$ cat src/rtl/bus_arbiter_pkg.sv
// Shared types for the two-master bus arbiter: FSM states, master count and
// the index type used for grants, mux select and split ownership.
package bus_arb_pkg;

   localparam int NUM_MASTERS = 2;

   typedef enum logic {
      ST_IDLE,
      ST_BUSY
   } arb_state_t;

   typedef logic [$clog2(NUM_MASTERS)-1:0] master_idx_t;

   function automatic logic [NUM_MASTERS-1:0] idx_to_onehot(input master_idx_t idx);
      logic [NUM_MASTERS-1:0] oh;
      oh      = '0;
      oh[idx] = 1'b1;
      return oh;
   endfunction

endpackage

$ cat src/rtl/bus_arbiter_if.sv
// Request/grant bundle between the bus masters (master modport) and the
// arbiter (slave modport).
interface bus_arbiter_if;
   import bus_arb_pkg::*;

   logic [NUM_MASTERS-1:0] req;
   logic [NUM_MASTERS-1:0] done;
   logic                   split_req;
   logic                   split_done;
   logic [NUM_MASTERS-1:0] grant;
   master_idx_t            master_sel;
   logic                   bus_busy;
   logic                   split_en;
   logic                   timeout;

   modport master (
      output req, done, split_req, split_done,
      input  grant, master_sel, bus_busy, split_en, timeout
   );

   modport slave (
      input  req, done, split_req, split_done,
      output grant, master_sel, bus_busy, split_en, timeout
   );

endinterface

$ cat src/rtl/bus_arbiter_timeout_counter.sv
// Bus-hold counter: cleared while the bus is idle, counts owner cycles and
// flags the cycle in which the owner has held the bus for TIMEOUT cycles.
module arb_timeout_counter #(
   parameter int CNT_W   = 8,
   parameter int TIMEOUT = 64
) (
   input  logic clk,
   input  logic rst,
   input  logic clear,
   input  logic enable,
   output logic expired
);

   localparam logic [CNT_W-1:0] LIMIT = CNT_W'(TIMEOUT);
   localparam logic [CNT_W-1:0] LAST  = CNT_W'(TIMEOUT - 1);

   logic [CNT_W-1:0] count;

   always_ff @(posedge clk) begin
      if (rst) begin
         count <= '0;
      end else if (clear) begin
         count <= '0;
      end else if (enable && count < LIMIT) begin
         count <= count + CNT_W'(1);
      end
   end

   // count holds the number of completed owner cycles, so LAST marks the final one
   assign expired = enable && (count >= LAST);

endmodule

$ cat src/rtl/bus_arbiter.sv
// Two-master round-robin bus arbiter with split-transaction support and a
// forced release when an owner holds the bus for TIMEOUT cycles.
module bus_arbiter #(
   parameter int TIMEOUT = 64,
   parameter int CNT_W   = 8
) (
   input logic          clk,
   input logic          rst,
   bus_arbiter_if.slave bus
);
   import bus_arb_pkg::*;

   arb_state_t             state, state_next;
   logic [NUM_MASTERS-1:0] grant, grant_next;
   master_idx_t            owner_sel, sel_next;
   master_idx_t            last_grant, last_next;
   master_idx_t            split_owner, split_owner_next;
   master_idx_t            pick;
   logic                   split_pending, pend_next;
   logic                   split_ready, ready_next;
   logic                   timeout_q, timeout_next;
   logic [NUM_MASTERS-1:0] split_mask, eligible;
   logic                   go, owner_done, expired;

   arb_timeout_counter #(
      .CNT_W   (CNT_W),
      .TIMEOUT (TIMEOUT)
   ) u_timeout (
      .clk     (clk),
      .rst     (rst),
      .clear   (state == ST_IDLE),
      .enable  (state == ST_BUSY),
      .expired (expired)
   );

   // A split master that is still waiting on its slave must not win the bus
   always_comb begin
      split_mask = (split_pending && !split_ready) ? idx_to_onehot(split_owner) : '0;
      eligible   = bus.req & ~split_mask;
      owner_done = bus.done[owner_sel];
   end

   always_comb begin
      state_next       = state;
      grant_next       = grant;
      sel_next         = owner_sel;
      last_next        = last_grant;
      split_owner_next = split_owner;
      pend_next        = split_pending;
      ready_next       = split_ready;
      timeout_next     = 1'b0;
      pick             = '0;
      go               = 1'b0;

      if (split_pending && bus.split_done) begin
         ready_next = 1'b1;
      end

      unique case (state)
         ST_IDLE: begin
            if (split_pending && split_ready) begin
               go         = 1'b1;
               pick       = split_owner;
               pend_next  = 1'b0;
               ready_next = 1'b0;
            end else if (eligible == '1) begin
               go   = 1'b1;
               pick = ~last_grant;
            end else if (|eligible) begin
               go   = 1'b1;
               pick = eligible[1] ? master_idx_t'(1) : master_idx_t'(0);
            end
            if (go) begin
               state_next = ST_BUSY;
               grant_next = idx_to_onehot(pick);
               sel_next   = pick;
               last_next  = pick;
            end
         end
         ST_BUSY: begin
            // Release priority: done, then a new split, then the hold timeout
            if (owner_done) begin
               state_next = ST_IDLE;
               grant_next = '0;
            end else if (bus.split_req && !split_pending) begin
               state_next       = ST_IDLE;
               grant_next       = '0;
               pend_next        = 1'b1;
               split_owner_next = owner_sel;
            end else if (expired) begin
               state_next   = ST_IDLE;
               grant_next   = '0;
               timeout_next = 1'b1;
            end
         end
      endcase
   end

   always_ff @(posedge clk) begin
      if (rst) begin
         state         <= ST_IDLE;
         grant         <= '0;
         owner_sel     <= '0;
         last_grant    <= master_idx_t'(1);
         split_owner   <= '0;
         split_pending <= 1'b0;
         split_ready   <= 1'b0;
         timeout_q     <= 1'b0;
      end else begin
         state         <= state_next;
         grant         <= grant_next;
         owner_sel     <= sel_next;
         last_grant    <= last_next;
         split_owner   <= split_owner_next;
         split_pending <= pend_next;
         split_ready   <= ready_next;
         timeout_q     <= timeout_next;
      end
   end

   assign bus.grant      = grant;
   assign bus.master_sel = owner_sel;
   assign bus.bus_busy   = |grant;
   assign bus.split_en   = split_pending;
   assign bus.timeout    = timeout_q;

endmodule

$ cat src/flat_wrapper.sv
// flat-port wrapper written by rule: the top's interface ports become plain ports
module bus_arbiter_flat import bus_arb_pkg::*;
#(
   parameter int TIMEOUT = 64,
   parameter int CNT_W   = 8
)
  (clk, rst, bus_req, bus_done, bus_split_req, bus_split_done, bus_grant, bus_master_sel, bus_bus_busy, bus_split_en, bus_timeout);
  bus_arbiter_if bus_i ();
  input logic clk;
  input logic rst;
  input wire logic [$bits(bus_i.req)-1:0] bus_req;
  input wire logic [$bits(bus_i.done)-1:0] bus_done;
  input wire logic [$bits(bus_i.split_req)-1:0] bus_split_req;
  input wire logic [$bits(bus_i.split_done)-1:0] bus_split_done;
  output wire logic [$bits(bus_i.grant)-1:0] bus_grant;
  output wire logic [$bits(bus_i.master_sel)-1:0] bus_master_sel;
  output wire logic [$bits(bus_i.bus_busy)-1:0] bus_bus_busy;
  output wire logic [$bits(bus_i.split_en)-1:0] bus_split_en;
  output wire logic [$bits(bus_i.timeout)-1:0] bus_timeout;
  assign bus_i.req = bus_req;
  assign bus_i.done = bus_done;
  assign bus_i.split_req = bus_split_req;
  assign bus_i.split_done = bus_split_done;
  assign bus_grant = bus_i.grant;
  assign bus_master_sel = bus_i.master_sel;
  assign bus_bus_busy = bus_i.bus_busy;
  assign bus_split_en = bus_i.split_en;
  assign bus_timeout = bus_i.timeout;
  bus_arbiter #(.TIMEOUT(TIMEOUT), .CNT_W(CNT_W)) u_core (.clk(clk), .rst(rst), .bus(bus_i));
endmodule
$ cat config.mk
export PLATFORM = sky130hd
export DESIGN_NAME = bus_arbiter_flat
export DESIGN_NICKNAME = d
export VERILOG_FILES = /design/src/rtl/bus_arbiter_pkg.sv /design/src/rtl/bus_arbiter_if.sv /design/src/rtl/bus_arbiter_timeout_counter.sv /design/src/rtl/bus_arbiter.sv /design/src/flat_wrapper.sv
export SDC_FILE = /design/constraint.sdc
export NUM_CORES = 1
export LEC_CHECK = 0
export BUFFER_PORTS_ARGS = -buffer_cell sky130_fd_sc_hd__buf_2
export CAP_MARGIN = 20
export CORE_MARGIN = 2
export CORE_UTILIZATION = 50
export DETAILED_ROUTE_END_ITERATION = 8
export GPL_TIMING_DRIVEN = 0
export HOLD_SLACK_MARGIN = 0.03
export PLACE_DENSITY_LB_ADDON = 0.1
export SYNTH_ARGS = -nofsm -noshare
export SYNTH_HDL_FRONTEND = slang
export SYNTH_SLANG_ARGS = --single-unit
export TNS_END_PERCENT = 5
$ cat constraint.sdc
create_clock -name clk -period 2.8 [get_ports clk]
set_input_delay 0.42 -clock clk [delete_from_list [all_inputs] [get_ports clk]]
set_output_delay 0.42 -clock clk [all_outputs]
set_load 0.005 [all_outputs]
# After elaboration in Yosys (flattened, before gate mapping)
# Cells that the tools add are included.
[word_totals]
elab_cells = 80
inputBits = 8
ff_bits = 17
out_inout_bits = 6
[classes]
bitwise_logic = 5
reduce_logical = 18
mux = 34
add_sub_neg = 1
order_cmp = 7
eq_ne = 6
[ops]
columns = ["operator", "n"]
rows = [
  ["2-to-1 mux 1 bit", 24],
  ["2-to-1 mux 2 bit", 5],
  ["adder 8 x 1 -> 8 bit (second input constant)", 1],
  ["greater-or-equal comparator 8 x 6 -> 1 bit (second input constant)", 1],
  ["logical AND 1 bit", 8],
  ["less-than comparator 8 x 7 -> 1 bit (second input constant)", 1],
  ["less-than comparator 1 x 2 -> 1 bit (second input constant)", 3],
  ["AND reduction 3 bit", 2],
  ["OR reduction 2 bit", 3],
  ["inequality test 2 x 1 -> 1 bit (second input constant)", 2],
  ["inequality test 2 bit (second input constant)", 2],
  ["inequality test 4 bit (second input constant)", 1],
  ["case mux 1 bit (2 select lines)", 2],
  ["case mux 2 bit (2 select lines)", 1],
  ["AND reduction 2 bit", 2],
  ["OR reduction 4 bit", 1],
  ["NOT 1 bit", 3],
  ["bitwise AND 2 bit", 1],
  ["demux 1 bit (select 1 bit)", 2],
  ["== test 2 bit (second input constant)", 1],
  ["greater-or-equal comparator 1 bit (second input constant)", 2],
  ["zero test 1 bit", 2],
  ["NOT 2 bit", 1],
]

# Longest topological paths before layout
[logic_depth]
ltp_word = 18
ltp_mapped = 5
ltp_nobuf = 5

# Modules after synthesis
# A second synthesis with hierarchy kept.
[hier_totals]
hier_cells = 90
hier_area_um2 = 814.5
[by_module_without_submodules]
columns = ["mod", "n_inst", "seq_area_each_um2", "cells_each", "area_per_inst_um2"]
rows = [
  ["bus_arbiter", 1, 180.2, 49, 447.9],
  ["arb_timeout_counter", 1, 160.2, 41, 366.6],
]

# Least setup slack after synthesis
# No wires, ideal clock.
[synth_timing]
kind = "flip-flop to flip-flop"
start = "register u_core.u_timeout.count[0]"
end = "register u_core.grant[0] (netlist: u_core.bus.grant[0])"
t_required_ps = 2741
synth_period_minus_slack_ps = 1527
arrival_time_ps = 1467
stages_incl_launch_ff = 6
n_path_buf = 0
setup_ps = 59
path_slack_ps = 1273
path_cell_list = "dfxtp_1 ha_1 and3_1 a311o_1 o32ai_2 a22o_1"
[synth_via]
elab_chain_cells = 4
[synth_lines]
columns = ["item", "line_no", "source"]
rows = [
  ["start: declaration", "bus_arbiter_timeout_counter.sv:17", "logic [CNT_W-1:0] count;"],
  ["start signal: assignment", "bus_arbiter_timeout_counter.sv:25", "count <= count + CNT_W'(1);"],
  ["greater-or-equal comparator 8 x 6 -> 1 bit", "bus_arbiter_timeout_counter.sv:30", "assign expired = enable && (count >= LAST);"],
  ["logical AND 1 bit", "bus_arbiter_timeout_counter.sv:30", ""],
  ["inequality test 4 bit (no line)", "-", ""],
  ["AND reduction 2 bit (no line)", "-", ""],
  ["end signal: assignment", "bus_arbiter.sv:111", "grant <= grant_next;"],
  ["end: declaration", "bus_arbiter.sv:14", "logic [NUM_MASTERS-1:0] grant, grant_next;"],
]
# Every way passes these cells.
# A chain may end at the register's enable or synchronous reset.

# Worst setup path after layout
# Ends and elaborated chain as after synthesis.

==> qor.csv <==
stage;metric;value;unit
run_status;status;finished clean;
yosys;syn_nets;92;
sta;final.setup_skew;1.533;ps
layout;final_layout_size_suffix_gt1_share;25.00;%
die;dieArea;1828;um^2
layout;final_util;63.86;%
pwr;p_leak;0.3694;nW
clock_tree;clk_path_buf_depth;2;
routing;first_pass_iters;4;
setup_path;start_kind;flop;
yosys;synthArstFlopShare;0;%
setup_path;cp_num_buf_inv;0;
clock_tree;cts_tree;yes;
sta;report.final.hold_viol_count;0;
setup_path;worst_path_max_delay_cell;a311o_1;
yosys;synth-compound-area-share;16.00;%
sta;whs;362.6;ps
grt;grt_overflow_total;0;
clock_tree;cts_resized;0;
yosys;netlist.area_leader.share;45.33;%
layout;final_cell_area;862.1;um^2
layout;nFillCells;121;
die;boundaryPins;14;
clock_tree;clkTransAtPathRegs;100;ps
yosys;synthFlopType;dfxtp_1;
grt;grt_antenna_before_repair;0;
placed_design;dp_hpwl;1.025;mm
yosys;ys_seq_area_share;45.33;%
routing;drcViolationCount;0;
sta;rsz0062_at_grt;no;
yosys;synthTopCellsByCount;dfxtp_1 (17), nor2_1 (12), nand2_1 (6);
routing;avgRoutedWirePerCell;12.02;um
setup_path;required;3030;ps
setup_path;reg2reg_depth;5;
yosys;yosysWarnings;0;
yosys;synth_seq_cells;17;
job;maxCapViolCount;0;
yosys;synthTopCellsByArea;dfxtp_1 (45%), nor2_1 (6.0%), mux2i_1 (4.0%);
sta;setup_violations;0;
yosys;synth-xor-area-share;5.833;%
sta;slew_headroom;75.39;%
die;die_y;42.75;um
min_path;hp-class;in2reg;
yosys;ys_types;30;
yosys;syn_inst;83;
sta;period_share;60.05;%
die;rows;13;
setup_path;worstPathCellList;ha_1 > and3_1 > a311o_1 > o32ai_2 > a22o_1;
yosys;synth_area_leader_cell;dfxtp_1;
die;die_w;42.75;um
grt;grt_pass1_vias;539;
yosys;postSynthAreaPerCell;9.045;um^2
setup_path;endpoint_kind;flop;
yosys;synth_area;750.7;um^2
clock_tree;clock_sinks;17;
pwr;p_per_area;525.8;nW/um^2
layout;antenna_cells;0;
clock_tree;post_cts_buffers;0;
yosys;synth_adder_area_share;1.667;%
clock_tree;clk_latency;280;ps
routing;drt_iter0_markers;15;
setup_path;path_max_fanout;3;
yosys;synth_edf_count;0;
layout;area_growth;14.83;%
clock_tree;hold_buffers;0;
clock_tree;h-tree-depth;1;
yosys;synth_top_family_by_area;simple AND/OR/NAND/NOR gates;
layout;final_nets;110;
die;initial_core_util;55.61;%
die;core;1350;um^2
yosys;synth-simple-area-share;25.17;%
yosys;muxShareOfSynthArea;4.000;%
layout;multi_input_area;395.4;um^2
setup_path;crit_family;compound AO/OA/AOI/OAI gates;
setup_path;worst-endpoint-arrival;1910;ps
layout;seqCellArea;340.3;um^2
yosys;synth_most_common_cell;dfxtp_1;
placed_design;port_buffers;13;
sta;slew_viol_final;0;
grt;track_usage;17.11;%
pwr;ir_worst_vdd;0.2985;mV
sta;tightest_slew;367.8;ps
sta;post-route-min-period;1681;ps
placed_design;placed_cell_area;834.6;um^2
grt;grt_pass1_wl;2.325;mm
sta;tns;0;ps
routing;antenna_left;0;
placed_design;place_congestion;0.8076;
setup_path;slowest_delay;390;ps
min_path;whs_path_depth;3;
setup_path;cp.depth;5;
routing;viasPerCell;5.313;
grt;grt_max_degree;11;
sta;fmax;594.7;MHz
clock_tree;cts-root-buf;clkbuf_4;
routing;routed_wl;1.382;mm
clock_tree;cts_made_buffers;3;
setup_path;critPathKind;reg2reg;
routing;via_count;611;
[logic make-up after synthesis]
group | Yosys count
muxes | 3
and+or+nand+nor | 36
adders and majority gates | 1
buffers and inverters | 4
xor gates and xnor gates | 5
DFF | 17
AOI/OAI and AO/OA | 17
[registers in the layout, indices dropped and copies added, names as in the netlist]
register,cells
u_core.bus.timeout,1
u_core.last_grant,1
u_core.u_timeout.count,8
u_core.bus.split_en,1
u_core.state,1
u_core.split_owner,1
u_core.bus.grant,2
u_core.split_ready,1
u_core.bus.master_sel,1
[worst min-delay path: stages]
cell,delay (ps)
buf_2,90
nand2_1,40
a21oi_1,50
[final timing paths]
kind	from	to	slack, ps
worst min-delay path	bus_split_done	u_core.split_ready	360
worst max-delay path	u_core.u_timeout.count[0]	u_core.bus.grant[0]	1120
worst min register to register	u_core.bus.grant[1]	u_core.bus.grant[1]	490
worst max register to register	u_core.u_timeout.count[0]	u_core.bus.grant[0]	1120
[per-layer routing]
metal | wire (um) | track usage [%]
met1 | 766 | 25.33
met2 | 536 | 21.21
met3 | 61 | 4.681
met4 | 17 | 10.63
met5 | 0 | 0
[layout by cell type, fill, tap and decap left out, types with 2 or more instances in the layout]
master | Yosys | final
a21oi_1 | 5 | 5
and3_1 | 4 | 4
buf_2 | 0 | 13
clkbuf_4 | 0 | 3
dfxtp_1 | 17 | 17
inv_1 | 3 | 3
mux2i_1 | 3 | 3
nand2_1 | 6 | 6
nand3_1 | 2 | 2
nand4_1 | 2 | 2
nor2_1 | 12 | 12
o21ai_0 | 5 | 5
or2_2 | 2 | 2
xnor2_1 | 2 | 2
xor2_1 | 3 | 3
[per-stage QoR]
stage / power [mW] / setup slack [ps] / instances
6_report: 0.4533 / 1119 / 115
5_1_grt: 0.4794 / 1052 / 115
4_1_cts: 0.4610 / 1123 / 115
3_5_place_dp: 0.3297 / 1157 / 111
3_3_place_gp: 0.3280 / 1176 / 111
2_1_floorplan: 0.3062 / 1273 / 83
[power by group]
part           switching (mW)  internal [mW]
sequential             0.0100          0.253
combinational          0.0321         0.0297
clock                  0.0754         0.0530
total                   0.117          0.336
[layout make-up]
| cell class | instances | share of cell area (%) |
|---|---|---|
| repair buffers | 13 | 7.547 |
| flip-flops and latches | 17 | 39.48 |
| inverters | 3 | 1.306 |
| clock buffers | 3 | 2.612 |
| plain buffers | 1 | 0.4354 |
| well taps | 15 | 2.177 |
| clock inverters | 1 | 0.5806 |
| multi-input cells | 62 | 45.86 |
(Power assumes the default switching activity.)
